## config.mk

```make
export PLATFORM = sky130hd
export DESIGN_NAME = ps2_key_tracker
export DESIGN_NICKNAME = d
export VERILOG_FILES = /design/src/rtl/ps2_pkg.sv /design/src/rtl/ps2_ascii_lut.sv /design/src/rtl/ps2_key_tracker.sv
export SDC_FILE = /design/constraint.sdc
export NUM_CORES = 1
export LEC_CHECK = 0
export CAP_MARGIN = 5
export CELL_PAD_IN_SITES_DETAIL_PLACEMENT = 1
export CELL_PAD_IN_SITES_GLOBAL_PLACEMENT = 2
export CORE_UTILIZATION = 33
export CTS_CLUSTER_SIZE = 16
export DETAILED_ROUTE_END_ITERATION = 16
export HOLD_SLACK_MARGIN = 0.12
export PLACE_DENSITY = 0.85
export SETUP_SLACK_MARGIN = 0.15
export SLEW_MARGIN = 20
export SYNTH_ARGS = -nofsm -noshare
export SYNTH_HDL_FRONTEND = slang
export SYNTH_SLANG_ARGS = --single-unit
```

## constraint.sdc

```tcl
create_clock -name clk -period 3.08 [get_ports clk]
set_input_delay 0.616 -clock clk [delete_from_list [all_inputs] [get_ports clk]]
set_output_delay 0.616 -clock clk [all_outputs]
set_load 0.01 [all_outputs]
```

## src/rtl/ps2_pkg.sv

```systemverilog
// ps2_pkg: scancode constants, FSM encoding and ASCII default shared by the PS/2 key tracker
package ps2_pkg;
  localparam logic [7:0] PS2_BREAK = 8'hF0;
  localparam logic [7:0] PS2_EXT = 8'hE0;
  localparam logic [7:0] ASCII_NONE = 8'h00;
  typedef enum logic [1:0] {IDLE, POP, WAIT, DECODE} state_t;
endpackage

```

## src/rtl/ps2_ascii_lut.sv

```systemverilog
// ps2_ascii_lut: combinational set-2 scancode to lowercase ASCII (a-z, 0-9, space, enter; else 0x00)
//   code  : set-2 make scancode
//   ascii : lowercase ASCII, ASCII_NONE when unmapped
module ps2_ascii_lut
  import ps2_pkg::*;
(
  input  logic [7:0] code,
  output logic [7:0] ascii
);
  always_comb begin
    ascii = ASCII_NONE;
    case (code)
      8'h1C: ascii = 8'h61;
      8'h32: ascii = 8'h62;
      8'h21: ascii = 8'h63;
      8'h23: ascii = 8'h64;
      8'h24: ascii = 8'h65;
      8'h2B: ascii = 8'h66;
      8'h34: ascii = 8'h67;
      8'h33: ascii = 8'h68;
      8'h43: ascii = 8'h69;
      8'h3B: ascii = 8'h6A;
      8'h42: ascii = 8'h6B;
      8'h4B: ascii = 8'h6C;
      8'h3A: ascii = 8'h6D;
      8'h31: ascii = 8'h6E;
      8'h44: ascii = 8'h6F;
      8'h4D: ascii = 8'h70;
      8'h15: ascii = 8'h71;
      8'h2D: ascii = 8'h72;
      8'h1B: ascii = 8'h73;
      8'h2C: ascii = 8'h74;
      8'h3C: ascii = 8'h75;
      8'h2A: ascii = 8'h76;
      8'h1D: ascii = 8'h77;
      8'h22: ascii = 8'h78;
      8'h35: ascii = 8'h79;
      8'h1A: ascii = 8'h7A;
      8'h45: ascii = 8'h30;
      8'h16: ascii = 8'h31;
      8'h1E: ascii = 8'h32;
      8'h26: ascii = 8'h33;
      8'h25: ascii = 8'h34;
      8'h2E: ascii = 8'h35;
      8'h36: ascii = 8'h36;
      8'h3D: ascii = 8'h37;
      8'h3E: ascii = 8'h38;
      8'h46: ascii = 8'h39;
      8'h29: ascii = 8'h20;
      8'h5A: ascii = 8'h0D;
      default: ascii = ASCII_NONE;
    endcase
  end
endmodule

```

## src/rtl/ps2_key_tracker.sv

```systemverilog
// ps2_key_tracker: decodes PS/2 set-2 make/break/E0 byte stream into held-key state and a decimal press count
//   clk, resetn (async, active low); kbd_data/kbd_ready/kbd_overflow from the receiver FIFO,
//   kbd_nextdata_n one-cycle active-low pop; key_code/key_ascii/key_valid/key_ext held-key state;
//   cnt_ones/cnt_tens press count (wraps after CNT_MAX); ovf_seen sticky overflow flag.
//   Define PS2_KEY_EXT_EN to track the E0 prefix; otherwise E0 is discarded and key_ext is 0.
module ps2_key_tracker
  import ps2_pkg::*;
#(
  parameter int CNT_MAX = 99
) (
  input  logic       clk,
  input  logic       resetn,
  input  logic [7:0] kbd_data,
  input  logic       kbd_ready,
  input  logic       kbd_overflow,
  output logic       kbd_nextdata_n,
  output logic [7:0] key_code,
  output logic [7:0] key_ascii,
  output logic       key_valid,
  output logic       key_ext,
  output logic [3:0] cnt_ones,
  output logic [3:0] cnt_tens,
  output logic       ovf_seen
);
  localparam logic [3:0] TENS_MAX = 4'(CNT_MAX / 10);
  localparam logic [3:0] ONES_MAX = 4'(CNT_MAX % 10);
  state_t state, state_nx;
  logic [7:0] byte_r, lut_ascii;
  logic break_pend, ext_p, pop, dec, data, match, bump, rel, wrap;
  ps2_ascii_lut u_lut (.code(byte_r), .ascii(lut_ascii));
  always_ff @(posedge clk or negedge resetn)
    if (!resetn) state <= IDLE;
    else state <= state_nx;
  always_comb
    state_nx = state == IDLE ? (kbd_ready ? POP : IDLE) :
               state == POP ? WAIT : state == WAIT ? DECODE : IDLE;
  always_comb begin
    pop = state == IDLE && kbd_ready;
    dec = state == DECODE;
    data = dec && byte_r != PS2_BREAK && byte_r != PS2_EXT;
    match = key_valid && byte_r == key_code && ext_p == key_ext;
    bump = data && !break_pend && !match;
    rel = data && break_pend && match;
    wrap = cnt_tens == TENS_MAX && cnt_ones == ONES_MAX;
  end
  always_ff @(posedge clk or negedge resetn)
    if (!resetn) begin
      kbd_nextdata_n <= 1'b1;
      byte_r <= 8'h00;
      break_pend <= 1'b0;
      key_code <= 8'h00;
      key_ascii <= ASCII_NONE;
      key_valid <= 1'b0;
      cnt_ones <= 4'd0;
      cnt_tens <= 4'd0;
      ovf_seen <= 1'b0;
    end else begin
      kbd_nextdata_n <= !pop;
      if (pop) byte_r <= kbd_data;
      if (kbd_overflow) ovf_seen <= 1'b1;
      // an E0 between F0 and the code (E0 F0 xx or F0 E0 xx) must not cancel the pending break
      if (dec) break_pend <= byte_r == PS2_BREAK || (byte_r == PS2_EXT && break_pend);
      if (rel) key_valid <= 1'b0;
      if (bump) begin
        key_code <= byte_r;
        key_valid <= 1'b1;
        key_ascii <= ext_p ? ASCII_NONE : lut_ascii;
        cnt_ones <= wrap || cnt_ones == 4'd9 ? 4'd0 : cnt_ones + 4'd1;
        cnt_tens <= wrap ? 4'd0 : cnt_ones == 4'd9 ? cnt_tens + 4'd1 : cnt_tens;
      end
    end
`ifdef PS2_KEY_EXT_EN
  logic ext_pend;
  always_ff @(posedge clk or negedge resetn)
    if (!resetn) begin
      ext_pend <= 1'b0;
      key_ext <= 1'b0;
    end else if (dec) begin
      ext_pend <= byte_r == PS2_EXT || (byte_r == PS2_BREAK && ext_pend);
      if (bump) key_ext <= ext_pend;
    end
  assign ext_p = ext_pend;
`else
  assign ext_p = 1'b0;
  assign key_ext = 1'b0;
`endif
endmodule

```

# Word level (Yosys, flattened, before mapping)
# Memories as Yosys holds them, arrays and structs flattened.
# Index checks and enable logic that the tools add are counted.
# classes
add_sub_neg,2
n_reduce_logical,19
n_div,0
mul,0
shifts,0
magnitude_cmp,0
bitwise_logic,0
mux,10
n_eq_ne,10
# op_table
cell,count
"8-bit == test, second input constant",2
"8-bit != test, second input constant",2
4-bit 2-to-1 mux,3
1-bit logical AND,10
"4-bit by 1-bit adder with 4-bit output, second input constant",2
"4-bit == test, second input constant",2
8-bit == test,1
8-bit 2-to-1 mux,1
2-bit 2-to-1 mux,3
"2-bit == test, second input constant",2
2-bit nonzero test,2
1-bit logical NOT,3
1-bit 2-to-1 mux,3
"2-bit by 1-bit == test with 1-bit output, second input constant",1
2-bit logical NOT,1
1-bit logical OR,2
2-bit AND reduction,1
# word_totals
register_bits,38
romBits,896
latch_bits,0
inputBits,12
memories,1
elab_cells,52
output_inout_bits,28
ram_bits,0
# memory_table
memory,depth,width,read_ports,rd_ports_with_merged_regs,wr,line_no,rtl
(name not given),128,7,1,0,0,ps2_ascii_lut.sv:12,case (code)

# Longest topological paths before layout
# depth
word_depth,7
ltp_mapped,10
depth_no_buf,7

# Modules after synthesis
# Synthesis repeated with hierarchy kept, for this count alone.
# hier_totals
cells_unflattened,253
area_unflattened_um2,2583.7
# by_module_without_submodules
mod,n_inst,seq_area_each_um2,cells_per_inst,area_each_um2
ps2_key_tracker,1,952.2,132,1724.2
ps2_ascii_lut,1,0.0,121,859.6

# Worst setup path after synthesis
# Ideal clock, no wire load.
# synth_timing
kind,register to register
start,register byte_r[1]
end,register cnt_tens[2]
path_stages_with_launch,10
t_arrival_ns,2.122
period_less_slack_ns,2.188
n_path_buf,2
setup_ns,0.066
setup_slack_ns,0.892
path_cell_list,dfrtp_1 buf_2 inv_1 ha_1 and4b_4 a211oi_4 o31ai_2 buf_6 or4_1 nand2_1
# synth_between
elab_chain_cells,6
# synth_lines
item,line_no,rtl
start: declaration,ps2_key_tracker.sv:28,"logic [7:0] byte_r, lut_ascii;"
start signal: assignment,ps2_key_tracker.sv:59,if (pop) byte_r <= kbd_data;
8-bit != test,ps2_key_tracker.sv:40,data = dec && byte_r != PS2_BREAK && byte_r != PS2_EXT;
1-bit logical AND (2 in a row),ps2_key_tracker.sv:40,
1-bit logical AND,ps2_key_tracker.sv:42,bump = data && !break_pend && !match;
1-bit logical AND (*),ps2_key_tracker.sv:42,
2-bit AND reduction (no line) (*),--,
end signal: assignment,ps2_key_tracker.sv:69,cnt_tens <= wrap ? 4'd0 : cnt_ones == 4'd9 ? cnt_tens + 4'd1 : cnt_tens;
end: declaration,ps2_key_tracker.sv:22,"output logic [3:0] cnt_tens,"
# Every way passes the cells marked *; elsewhere a longest branch is shown, timed or not.
# A chain may end at the register's enable or synchronous reset.

# Worst setup path in the final report
# layout_timing
start,register byte_r[1]
end,register cnt_ones[2]
# layout_between
elab_chain_cells,5
# layout_lines
item,line_no,rtl
8-bit != test,ps2_key_tracker.sv:40,
1-bit logical AND (2 in a row),ps2_key_tracker.sv:40,
1-bit logical AND,ps2_key_tracker.sv:42,
1-bit logical AND (*),ps2_key_tracker.sv:42,
end signal: assignment,ps2_key_tracker.sv:68,cnt_ones <= wrap || cnt_ones == 4'd9 ? 4'd0 : cnt_ones + 4'd1;
end: declaration,ps2_key_tracker.sv:21,"output logic [3:0] cnt_ones,"
# Marks and branches as above.

==> flow_summary.ini <==
[outcome]
status = completed

[worst_setup_path]
crit_end = cnt_ones[2]$_DFFE_PN0P_
cpPeakStageDelay_ns = 0.58
worst-path-stages = 7
critPathSlowestCell = dfrtp_1
worstPathMaxFanout = 24
end_kind = flip-flop
r2r-start = byte_r[1]$_DFFE_PN0P_
path_cells = inv_1, ha_1, and4b_4, a211oi_4, o31ai_4, buf_4, o41ai_1
start_kind = flip-flop
setup.worst_path.class = flip-flop to flip-flop
crit_family = compound AO/OA/AOI/OAI gates
critPathBufInv = 2
reg2reg_depth = 7
required_ns = 3.26
crit_start = byte_r[1]$_DFFE_PN0P_
cp.arrival_ns = 2.72
reg2reg_to = cnt_ones[2]$_DFFE_PN0P_
timing.reg2reg.setup_slack_ns = 0.55

[yosys]
async_flop_share = 1.000
synth_seq_area_share = 0.3756
avgSynthCellArea_sq_um = 9.386
synth_cells = 263
ys.flop_type = dfrtp_1
yosysUniqueCellTypes = 51
synth_edf_count = 0
netlist_area_sq_mm = 0.002469
yosys_warnings = 0
ys_seq_elements = 37

[timing]
finalSetupTns_ns = 0
timing.final.crit_period_ns = 2.535
max_slew.worst_pin.slew_ns = 0.8797
setup_viol = 0
max_clock_freq_mhz = 394.5
fin_ws_ns = 0.5451
maxSlewViolCount = 0
relSlewSlack = 0.4136
finalHoldViolCount = 0
period_share = 0.8230
rsz0062_at_grt = false
fin_worst_skew_ns = 0.007444

[die]
die_h_microns = 88.49
floorplan.initialDensity = 0.3403
io_pins = 40
die_area_sq_mm = 0.007830
rows = 31
die_w_microns = 88.49
core_sq_mm = 0.007253

[flow_run]
maxCapViolCount = 0

[clocking]
post_cts_buffers = 0
clk_path_buf_depth = 2
cts_tree = built
cts.sinks = 37
cts_resized = 0
ctsHtreeMaxLevel = 2
path_clk_slew_ns = 0.07
cts_hold_buf = 0
tritoncts.num_buffers = 5
worst_skew_pair.late_latency_ns = 0.29
root_buffer = clkbuf_8

[finish]
synthToLayoutAreaGrowth_pct = 22.15
final_cell_mix = dfrtp_1, clkdlybuf4s50_1, nand2_1
n_antenna_cell = 0
nets = 320
drive_gt1_frac = 0.1322
layoutNonFillerInstCount = 394
fillerInstances = 859

[global_routing]
grt_overflow = 0
grt_usage = 0.1874
antenna_found_initial = 0
grt_pass1_wl_microns = 10970
grt_max_degree = 38
first_global_vias = 2096

[placed_design]
globalplace.congestion = 0.9107
dp_worst_setup_slack_ns = 0.5428
dpl.hpwl_microns = 5002
dp_cells = 386
port_buffers = 37

[pwr]
leakagePower_nw = 1.237
cellPowerDensity_mw_per_mm2 = 1114
ir_drop_mv = 0.6178

[detailed_routing]
wire_per_inst_microns = 17.05
drt-total-wl_microns = 6719
antenna_left = 0
drcViolationCount = 0
dr.pass1.iters = 4
routed_via_density = 5.376
route.vias.total = 2118
drt_iter0_drc = 134

[hold_path]
hold_class = primary input to async pin
-- kinds of logic after synthesis --
kind of cell / after synthesis / synth area share
simple gates: 79 / 0.1673
compound gates: 72 / 0.2048
flops: 37 / 0.3756
buf+inv: 33 / 0.06690
mux: 19 / 0.08464
fa+ha+maj: 14 / 0.07096
xor+xnor: 8 / 0.02838
other cells: 1 / 0.001519
-- per-layer routing --
| layer | GRT usage | part of all wire | vias up |
|---|---|---|---|
| li1 | - | - | 1000 |
| met1 | 0.2611 | 0.46 | 1035 |
| met2 | 0.2909 | 0.46 | 72 |
| met3 | 0.04198 | 0.060 | 11 |
| met4 | 0.05425 | 0.015 | 0 |
| met5 | 0 | 0 | - |
-- through the flow --
stage / hold WS (ns) / total power [W] / utilization / cell area (sq um)
finish: 0.4285 / 0.003358 / 0.4157 / 3015
global route: 0.4820 / 0.003621 / 0.4157 / 3015
CTS: 0.4534 / 0.003381 / 0.4157 / 3015
detailed placement: 0.4756 / 0.002928 / 0.3997 / 2899
global placement: 0.4504 / 0.002876 / 0.3997 / 2899
floorplan: 0.3204 / 0.002236 / - / 2472
-- cell usage after synthesis (2+ instances only) --
| master | n | area share |
|---|---|---|
| inv_1 | 13 | 0.020 |
| mux2_2 | 15 | 0.068 |
| and3b_1 | 2 | 0.0071 |
| clkbuf_1 | 7 | 0.011 |
| o41ai_1 | 6 | 0.021 |
| o21ai_0 | 19 | 0.039 |
| nand2b_1 | 6 | 0.015 |
| o211ai_1 | 4 | 0.012 |
| nor3_1 | 5 | 0.010 |
| a41oi_1 | 2 | 0.0071 |
| buf_2 | 6 | 0.012 |
| ha_1 | 14 | 0.071 |
| nand2_1 | 27 | 0.041 |
| nor2b_1 | 6 | 0.015 |
| nor2_1 | 11 | 0.017 |
| buf_6 | 3 | 0.014 |
| o21a_1 | 4 | 0.012 |
| o221ai_1 | 2 | 0.0071 |
| or4_1 | 3 | 0.0091 |
| nand3_1 | 6 | 0.012 |
| nand4_1 | 4 | 0.010 |
| and2_1 | 2 | 0.0051 |
| o2111ai_1 | 3 | 0.011 |
| mux2i_1 | 4 | 0.016 |
| a21oi_1 | 10 | 0.020 |
| a21o_1 | 2 | 0.0061 |
| o31ai_1 | 3 | 0.0091 |
| or2_2 | 2 | 0.0051 |
| a31oi_1 | 4 | 0.010 |
| buf_4 | 3 | 0.0091 |
| xnor2_1 | 8 | 0.028 |
| o311ai_0 | 2 | 0.0071 |
| dfrtp_1 | 36 | 0.36 |
| a211oi_1 | 2 | 0.0061 |
-- sequential cells by signal (all words and copies together) (netlist names) --
| signal | cells |
|---|---|
| cnt_ones | 4 |
| ovf_seen | 1 |
| key_valid | 1 |
| state | 2 |
| byte_r | 8 |
| key_code | 8 |
| cnt_tens | 4 |
| key_ascii | 7 |
| break_pend | 1 |
| kbd_nextdata_n | 1 |
-- where the power goes --
group	total, W	switching (W)	leakage [nW]	internal, W
combinational	0.00200	0.00111	0.722	0.000888
clock	0.000434	0.000170	0.0585	0.000264
sequential	0.000925	0.000233	0.456	0.000692
-- area by class of cell --
class,count,area (sq um),area share
clock inverter,1,30.03,0.009959
sequential,37,927.1,0.3075
tap,99,123.9,0.04108
clock buffer,7,86.33,0.02863
inverter,13,48.80,0.01618
timing repair buffer,43,410.4,0.1361
multi-input combinational,194,1389,0.4606
-- worst min-delay path by stage --
stage | end | slack (ns) | depth (start not counted)
6_report | ovf_seen$_DFFE_PN0P_ | 0.43 | 1
5_1_grt | ovf_seen$_DFFE_PN0P_ | 0.48 | 1
4_1_cts | state[0]$_DFF_PN0_ | 0.45 | 1
3_5_place_dp | ovf_seen$_DFFE_PN0P_ | 0.48 | 1
3_3_place_gp | ovf_seen$_DFFE_PN0P_ | 0.45 | 1
2_1_floorplan | break_pend$_DFFE_PN0N_ | 0.32 | 0
Note: power is estimated with default switching activity, not from simulation.
